**config.mk**
```make
export PLATFORM = sky130hd
export DESIGN_NAME = pwm_duty_seq_v1
export DESIGN_NICKNAME = d
export VERILOG_FILES = /design/src/rtl/pwm_duty_seq_v1.sv
export SDC_FILE = /design/constraint.sdc
export NUM_CORES = 1
export LEC_CHECK = 0
export ABC_AREA = 1
export BUFFER_PORTS_ARGS = -buffer_cell sky130_fd_sc_hd__buf_2
export CAP_MARGIN = 40
export CORE_AREA = 2 2 128 130
export CTS_CLUSTER_SIZE = 40
export DETAILED_ROUTE_END_ITERATION = 16
export DIE_AREA = 0 0 130 132
export GPL_TIMING_DRIVEN = 1
export HOLD_SLACK_MARGIN = 0.1
export MAX_ROUTING_LAYER = met4
export PLACE_DENSITY = 0.81
export REMOVE_ABC_BUFFERS = 1
export SLEW_MARGIN = 0
export SYNTH_ARGS = -nofsm -noshare
export SYNTH_HDL_FRONTEND = slang
export SYNTH_SLANG_ARGS = --single-unit
```
**constraint.sdc**
```tcl
create_clock -name sys_clk -period 5.5 [get_ports sys_clk]
set_input_delay 1.1 -clock sys_clk [delete_from_list [all_inputs] [get_ports sys_clk]]
set_output_delay 1.1 -clock sys_clk [all_outputs]
set_load 0.05 [all_outputs]
```
**src/rtl/pwm_duty_seq_v1.sv**
```systemverilog
`default_nettype none
// ============================================================================
//  Module   : pwm_duty_seq_v1
//  Brief    : Steps through a duty table, writing one CFG0 word to the PWM
//             SFR block per accepted PWM period-match event via a bus master.
//  Revision : 1.0 - initial release
// ============================================================================
module pwm_duty_seq_v1 #(
    parameter int          DATA_WIDTH    = 32,
    parameter int          ADDR_WIDTH    = 32,
    parameter int unsigned PWM_BASE_ADDR = 0,
    parameter int          DEPTH         = 8,
    parameter int          N             = 16,
    localparam int         IW            = $clog2(DEPTH)
) (
    input  logic                  sys_clk,
    input  logic                  sys_rst,
    input  logic                  sys_clk_en,
    input  logic                  tbl_wr_en,
    input  logic [IW-1:0]         tbl_wr_idx,
    input  logic [N-1:0]          tbl_wr_data,
    input  logic [N-1:0]          seq_period,
    input  logic [IW-1:0]         seq_len,
    input  logic                  seq_loop,
    input  logic                  seq_start,
    input  logic                  seq_stop,
    input  logic                  pr_event,
    input  logic                  bus_gnt,
    output logic                  bus_req,
    output logic [ADDR_WIDTH-1:0] m_addr,
    output logic                  m_wr_en,
    output logic [DATA_WIDTH-1:0] m_wdata,
    output logic                  seq_busy,
    output logic [IW-1:0]         seq_idx,
    output logic                  seq_done,
    output logic                  seq_ovr
);

    localparam logic [ADDR_WIDTH-1:0] CFG0_ADDR = ADDR_WIDTH'(PWM_BASE_ADDR + 32'd8);

    typedef enum logic [1:0] {
        ST_IDLE    = 2'd0,
        ST_WAIT_PR = 2'd1,
        ST_REQ     = 2'd2,
        ST_WRITE   = 2'd3
    } state_t;

    state_t                  state_q,   state_d;
    logic                    bus_req_q, bus_req_d;
    logic                    wr_en_q,   wr_en_d;
    logic [ADDR_WIDTH-1:0]   addr_q,    addr_d;
    logic [DATA_WIDTH-1:0]   wdata_q,   wdata_d;
    logic                    busy_q;
    logic [IW-1:0]           idx_q,     idx_d;
    logic                    done_q,    done_d;
    logic                    ovr_q,     ovr_d;
    logic [N-1:0]            tbl_q [DEPTH];

    logic [N-1:0]            w_duty;
    logic [DATA_WIDTH-1:0]   w_wdata;
    logic                    w_last;

    assign w_duty = tbl_q[idx_q];
    // An index at or beyond a (possibly shrunk) seq_len is treated as the last entry.
    assign w_last = (idx_q >= seq_len);

    // CFG0 layout: period in bits [31:16], duty in bits [15:0], zero-padded.
    for (genvar g = 0; g < DATA_WIDTH; g++) begin : g_wdata
        if (g < 16 && g < N) begin : g_duty
            assign w_wdata[g] = w_duty[g];
        end else if (g >= 16 && g < 32 && (g - 16) < N) begin : g_period
            assign w_wdata[g] = seq_period[g-16];
        end else begin : g_zero
            assign w_wdata[g] = 1'b0;
        end
    end

    always_comb begin
        state_d   = state_q;
        bus_req_d = bus_req_q;
        wr_en_d   = 1'b0;
        addr_d    = addr_q;
        wdata_d   = wdata_q;
        idx_d     = idx_q;
        done_d    = 1'b0;
        ovr_d     = ovr_q;

        // Period events arriving while a write is outstanding are dropped, not queued.
        if ((state_q == ST_REQ || state_q == ST_WRITE) && pr_event) begin
            ovr_d = 1'b1;
        end

        case (state_q)
            ST_IDLE: begin
                if (seq_start) begin
                    state_d = ST_WAIT_PR;
                    idx_d   = '0;
                    ovr_d   = 1'b0;
                end
            end
            ST_WAIT_PR: begin
                if (seq_stop) begin
                    state_d = ST_IDLE;
                end else if (pr_event) begin
                    state_d   = ST_REQ;
                    bus_req_d = 1'b1;
                end
            end
            ST_REQ: begin
                if (seq_stop) begin
                    state_d   = ST_IDLE;
                    bus_req_d = 1'b0;
                end else if (bus_gnt) begin
                    state_d = ST_WRITE;
                    wr_en_d = 1'b1;
                    addr_d  = CFG0_ADDR;
                    wdata_d = w_wdata;
                end
            end
            ST_WRITE: begin
                bus_req_d = 1'b0;
                if (seq_stop) begin
                    state_d = ST_IDLE;
                end else if (!w_last) begin
                    state_d = ST_WAIT_PR;
                    idx_d   = idx_q + IW'(1);
                end else if (seq_loop) begin
                    state_d = ST_WAIT_PR;
                    idx_d   = '0;
                end else begin
                    state_d = ST_IDLE;
                    done_d  = 1'b1;
                end
            end
            default: begin
                state_d   = ST_IDLE;
                bus_req_d = 1'b0;
            end
        endcase
    end

    always_ff @(posedge sys_clk) begin
        if (sys_rst) begin
            state_q   <= ST_IDLE;
            bus_req_q <= 1'b0;
            wr_en_q   <= 1'b0;
            addr_q    <= '0;
            wdata_q   <= '0;
            busy_q    <= 1'b0;
            idx_q     <= '0;
            done_q    <= 1'b0;
            ovr_q     <= 1'b0;
            for (int i = 0; i < DEPTH; i++) begin
                tbl_q[i] <= '0;
            end
        end else if (sys_clk_en) begin
            state_q   <= state_d;
            bus_req_q <= bus_req_d;
            wr_en_q   <= wr_en_d;
            addr_q    <= addr_d;
            wdata_q   <= wdata_d;
            busy_q    <= (state_d != ST_IDLE);
            idx_q     <= idx_d;
            done_q    <= done_d;
            ovr_q     <= ovr_d;
            if (tbl_wr_en) begin
                tbl_q[tbl_wr_idx] <= tbl_wr_data;
            end
        end
    end

    // Strobes are masked rather than cleared so a stalled WRITE still issues its pulse on resume.
    assign m_wr_en  = wr_en_q & sys_clk_en;
    assign seq_done = done_q & sys_clk_en;
    assign bus_req  = bus_req_q;
    assign m_addr   = addr_q;
    assign m_wdata  = wdata_q;
    assign seq_busy = busy_q;
    assign seq_idx  = idx_q;
    assign seq_ovr  = ovr_q;

endmodule
`default_nettype wire

```
==> impl_metrics.yaml <==
run_status:
  status: "finished clean"
floorplanning:
  rows: 46
  coreArea_sq_um: 15700
  ios: 119
  fp.dieArea_sq_um: 17200
  die_w_um: 130
  start_util: 0.496
  die_h_um: 132
placement:
  dp_hpwl_um: 11800
  dp_slack_ns: 2.59
  gp_congestion: 0.847
  portBuffers: 87
  place_inst: 1096
finish:
  final_cells: 1128
  antennaDiodeCount: 0
  num-fill-cells: 1394
  utilization: 0.556
  fin_nets: 950
  layout-drive-gt1-share: 0.152
  area.growth.synth_to_final_pct: 12.1
power:
  worst_ir_drop_vdd_v: 0.000242
  p_leak_nw: 3.71
  cellPowerDensity_nw_per_um2: 342
  power_mw: 2.99
synthesis:
  yosys.area.top_type_share: 0.493
  yosysSeqAreaShare: 0.604
  synth.distinct_cells: 27
  postSynthAreaPerCell_sq_um: 9.35
  yosys.area.top_type: "edfxtp_1"
  yosys_warnings: 0
  yosys-top-cells-area: "edfxtp_1 49%, nor2_1 15%, dfxtp_1 11%"
  syn-cell-area_sq_um: 7790
  synth_cells: 833
  synth_seq_cells: 171
setup_path:
  worstSetupPathType: "in -> out"
  critPathMaxFanout: 11
  end_kind: "output port"
  r2r-end: "m_wdata[1]$_SDFFE_PP0P_"
  arrival_ns: 1.73
  cp_data_required_time_ns: 4.40
  slowest_stage: "buf_2"
  critPathMaxStageDelay_ns: 0.25
  critPathLaunch: "sys_clk_en"
  cp-start-kind: "input pin"
  r2r-start: "seq_idx[0]$_SDFFE_PP0P_"
  r2r_slack_ns: 3.22
  cpMostUsedCell: "buf_2"
  rr_worst_depth: 9
  crit_path_cell_trace: "buf_2 > nand2_1 > inv_1 > buf_2"
timing:
  maxSlewViolCount: 0
  skew_ns: 0.0119
  hold_viol_final: 0
  tightest_slew_ns: 0.807
  relSlewSlack: 0.461
  finalCritPeriodShare: 0.515
  rsz0062_at_grt: "no"
  fmax_ghz: 0.353
  worst_slack_ns: 2.67
  setup_violations: 0
  period_minus_slack_ns: 2.83
  setup_tns_ns: 0
routing:
  drtAntennaViolNets: 0
  drc: 0
  dr_total_vias: 5792
  drt-total-wl_um: 18300
  firstDrtPassIters: 6
  drt_iter0_markers: 677
  post_drt_wl_per_cell_um: 16.2
  vias_per_cell: 5.13
hold_path:
  hp-start: "bus_req$_SDFFE_PP0P_"
  hold_path.class: "reg -> reg"
  hold_end: "bus_req$_SDFFE_PP0P_"
  min_path_cells: 2
clocking:
  ctsResizeCount: 0
  htreeDepth: 4
  path_clk_slew_ns: 0.06
  cts_setup_buffers: 0
  cts_tree: "done"
  cts-root-buf: "clkbuf_16"
  cts.sinks: 171
  clk_latency_ns: 0.43
  ctsLongestPathBuffers: 2
  cts_made_buffers: 17
  ctsHoldBuffers: 0
global_route:
  grt_pass1_wl_um: 28100
  gr-total-overflow: 0
  grt_usage: 0.226
  antenna_found_initial: 0
  grt_max_degree: 69
  grt_pass1_vias: 5144
run:
  max_cap_violations: 0
-- worst max-delay path: cells and delay by family --
family / cells / cell delay [ns]
buffers and inverters: 3 / 0.54
and+or+nand+nor: 1 / 0.09
-- power by group --
group | switching, mW | internal [mW] | total (mW) | leakage [nW]
Combinational | 0.224 | 0.0650 | 0.289 | 1.84
Clock | 0.485 | 0.751 | 1.24 | 0.300
Sequential | 0.0177 | 1.44 | 1.46 | 1.57
Total | 0.727 | 2.26 | 2.99 | 3.71
-- flip-flops by register name, summed over array words and instances, names as in the netlist --
register and count:
seq_ovr 1, bus_req 1, done_q 1, state_q 2, wr_en_q 1, m_addr 1
seq_idx 3, tbl_q 128, seq_busy 1, m_wdata 32
-- area by class of cell --
type,instances,area [sq um],area share
clock buffer,22,474,0.0543
clock inverter,10,139,0.0159
inverter,41,156,0.0179
multi-input combinational,576,2510,0.287
sequential,171,4710,0.539
tap,216,270,0.0309
timing repair buffer,92,480,0.0550
-- how the worst max path moves through the flow --
stage               depth (start not counted)                         end
global route                                4                     m_wr_en
detailed placement                          5  tbl_q[5][13]$_SDFFCE_PN0P_
CTS                                         4                    seq_done
finish                                      4                    seq_done
floorplan                                  11     seq_idx[1]$_SDFFE_PP0P_
global placement                            5   tbl_q[1][5]$_SDFFCE_PN0P_
-- layer usage --
metal | global-route usage | share of wire
met1 | 0.315 | 0.41
met4 | 0.0836 | 0.030
met3 | 0.0621 | 0.12
met2 | 0.316 | 0.43
met5 | - | 0
-- synthesized netlist by cell type (all sizes together) --
cell / instances
o21ai: 101
nand2: 65
inv: 40
mux2i: 1
nand4: 1
buf: 64
dfxtp: 43
conb: 1
edfxtp: 128
clkbuf: 11
ha: 4
a31oi: 1
a21oi: 26
nand3: 38
nor2: 308
clkinv: 1
-- metrics by stage --
| step | area, sq um | hold WS, ns |
|---|---|---|
| 2_1_floorplan | 7370 | 0.438 |
| 3_3_place_gp | 8110 | 0.447 |
| 3_5_place_dp | 8120 | 0.450 |
| 4_1_cts | 8740 | 0.466 |
| 5_1_grt | 8740 | 0.493 |
| 6_report | 8740 | 0.460 |
-- cells in the final DEF, fill, tap and decap left out, types with 3 or more instances in the layout --
| cell type | n |
|---|---|
| dfxtp_1 | 42 |
| o21ai_1 | 4 |
| nand2_1 | 56 |
| clkbuf_16 | 17 |
| nand2_4 | 5 |
| ha_1 | 4 |
| inv_1 | 39 |
| buf_4 | 4 |
| nand2_2 | 4 |
| nor2_1 | 303 |
| bufinv_16 | 3 |
| nand3_1 | 37 |
| buf_2 | 87 |
| a21oi_1 | 26 |
| edfxtp_1 | 128 |
| o21ai_0 | 97 |
| clkbuf_8 | 3 |
| conb_1 | 31 |
| clkinv_2 | 3 |
-- kinds of logic after synthesis --
| family | count (synthesis) | share of synthesized area |
|---|---|---|
| AND/OR/NAND/NOR | 412 | 0.217 |
| flip-flops | 171 | 0.604 |
| AO/OA/AOI/OAI | 128 | 0.0824 |
| buffers and inverters | 116 | 0.0883 |
| adder cells (fa/ha/maj) | 4 | 0.00642 |
| multiplexers | 1 | 0.00128 |
| other | 1 | 0.000481 |
(Power assumes the default switching activity.)
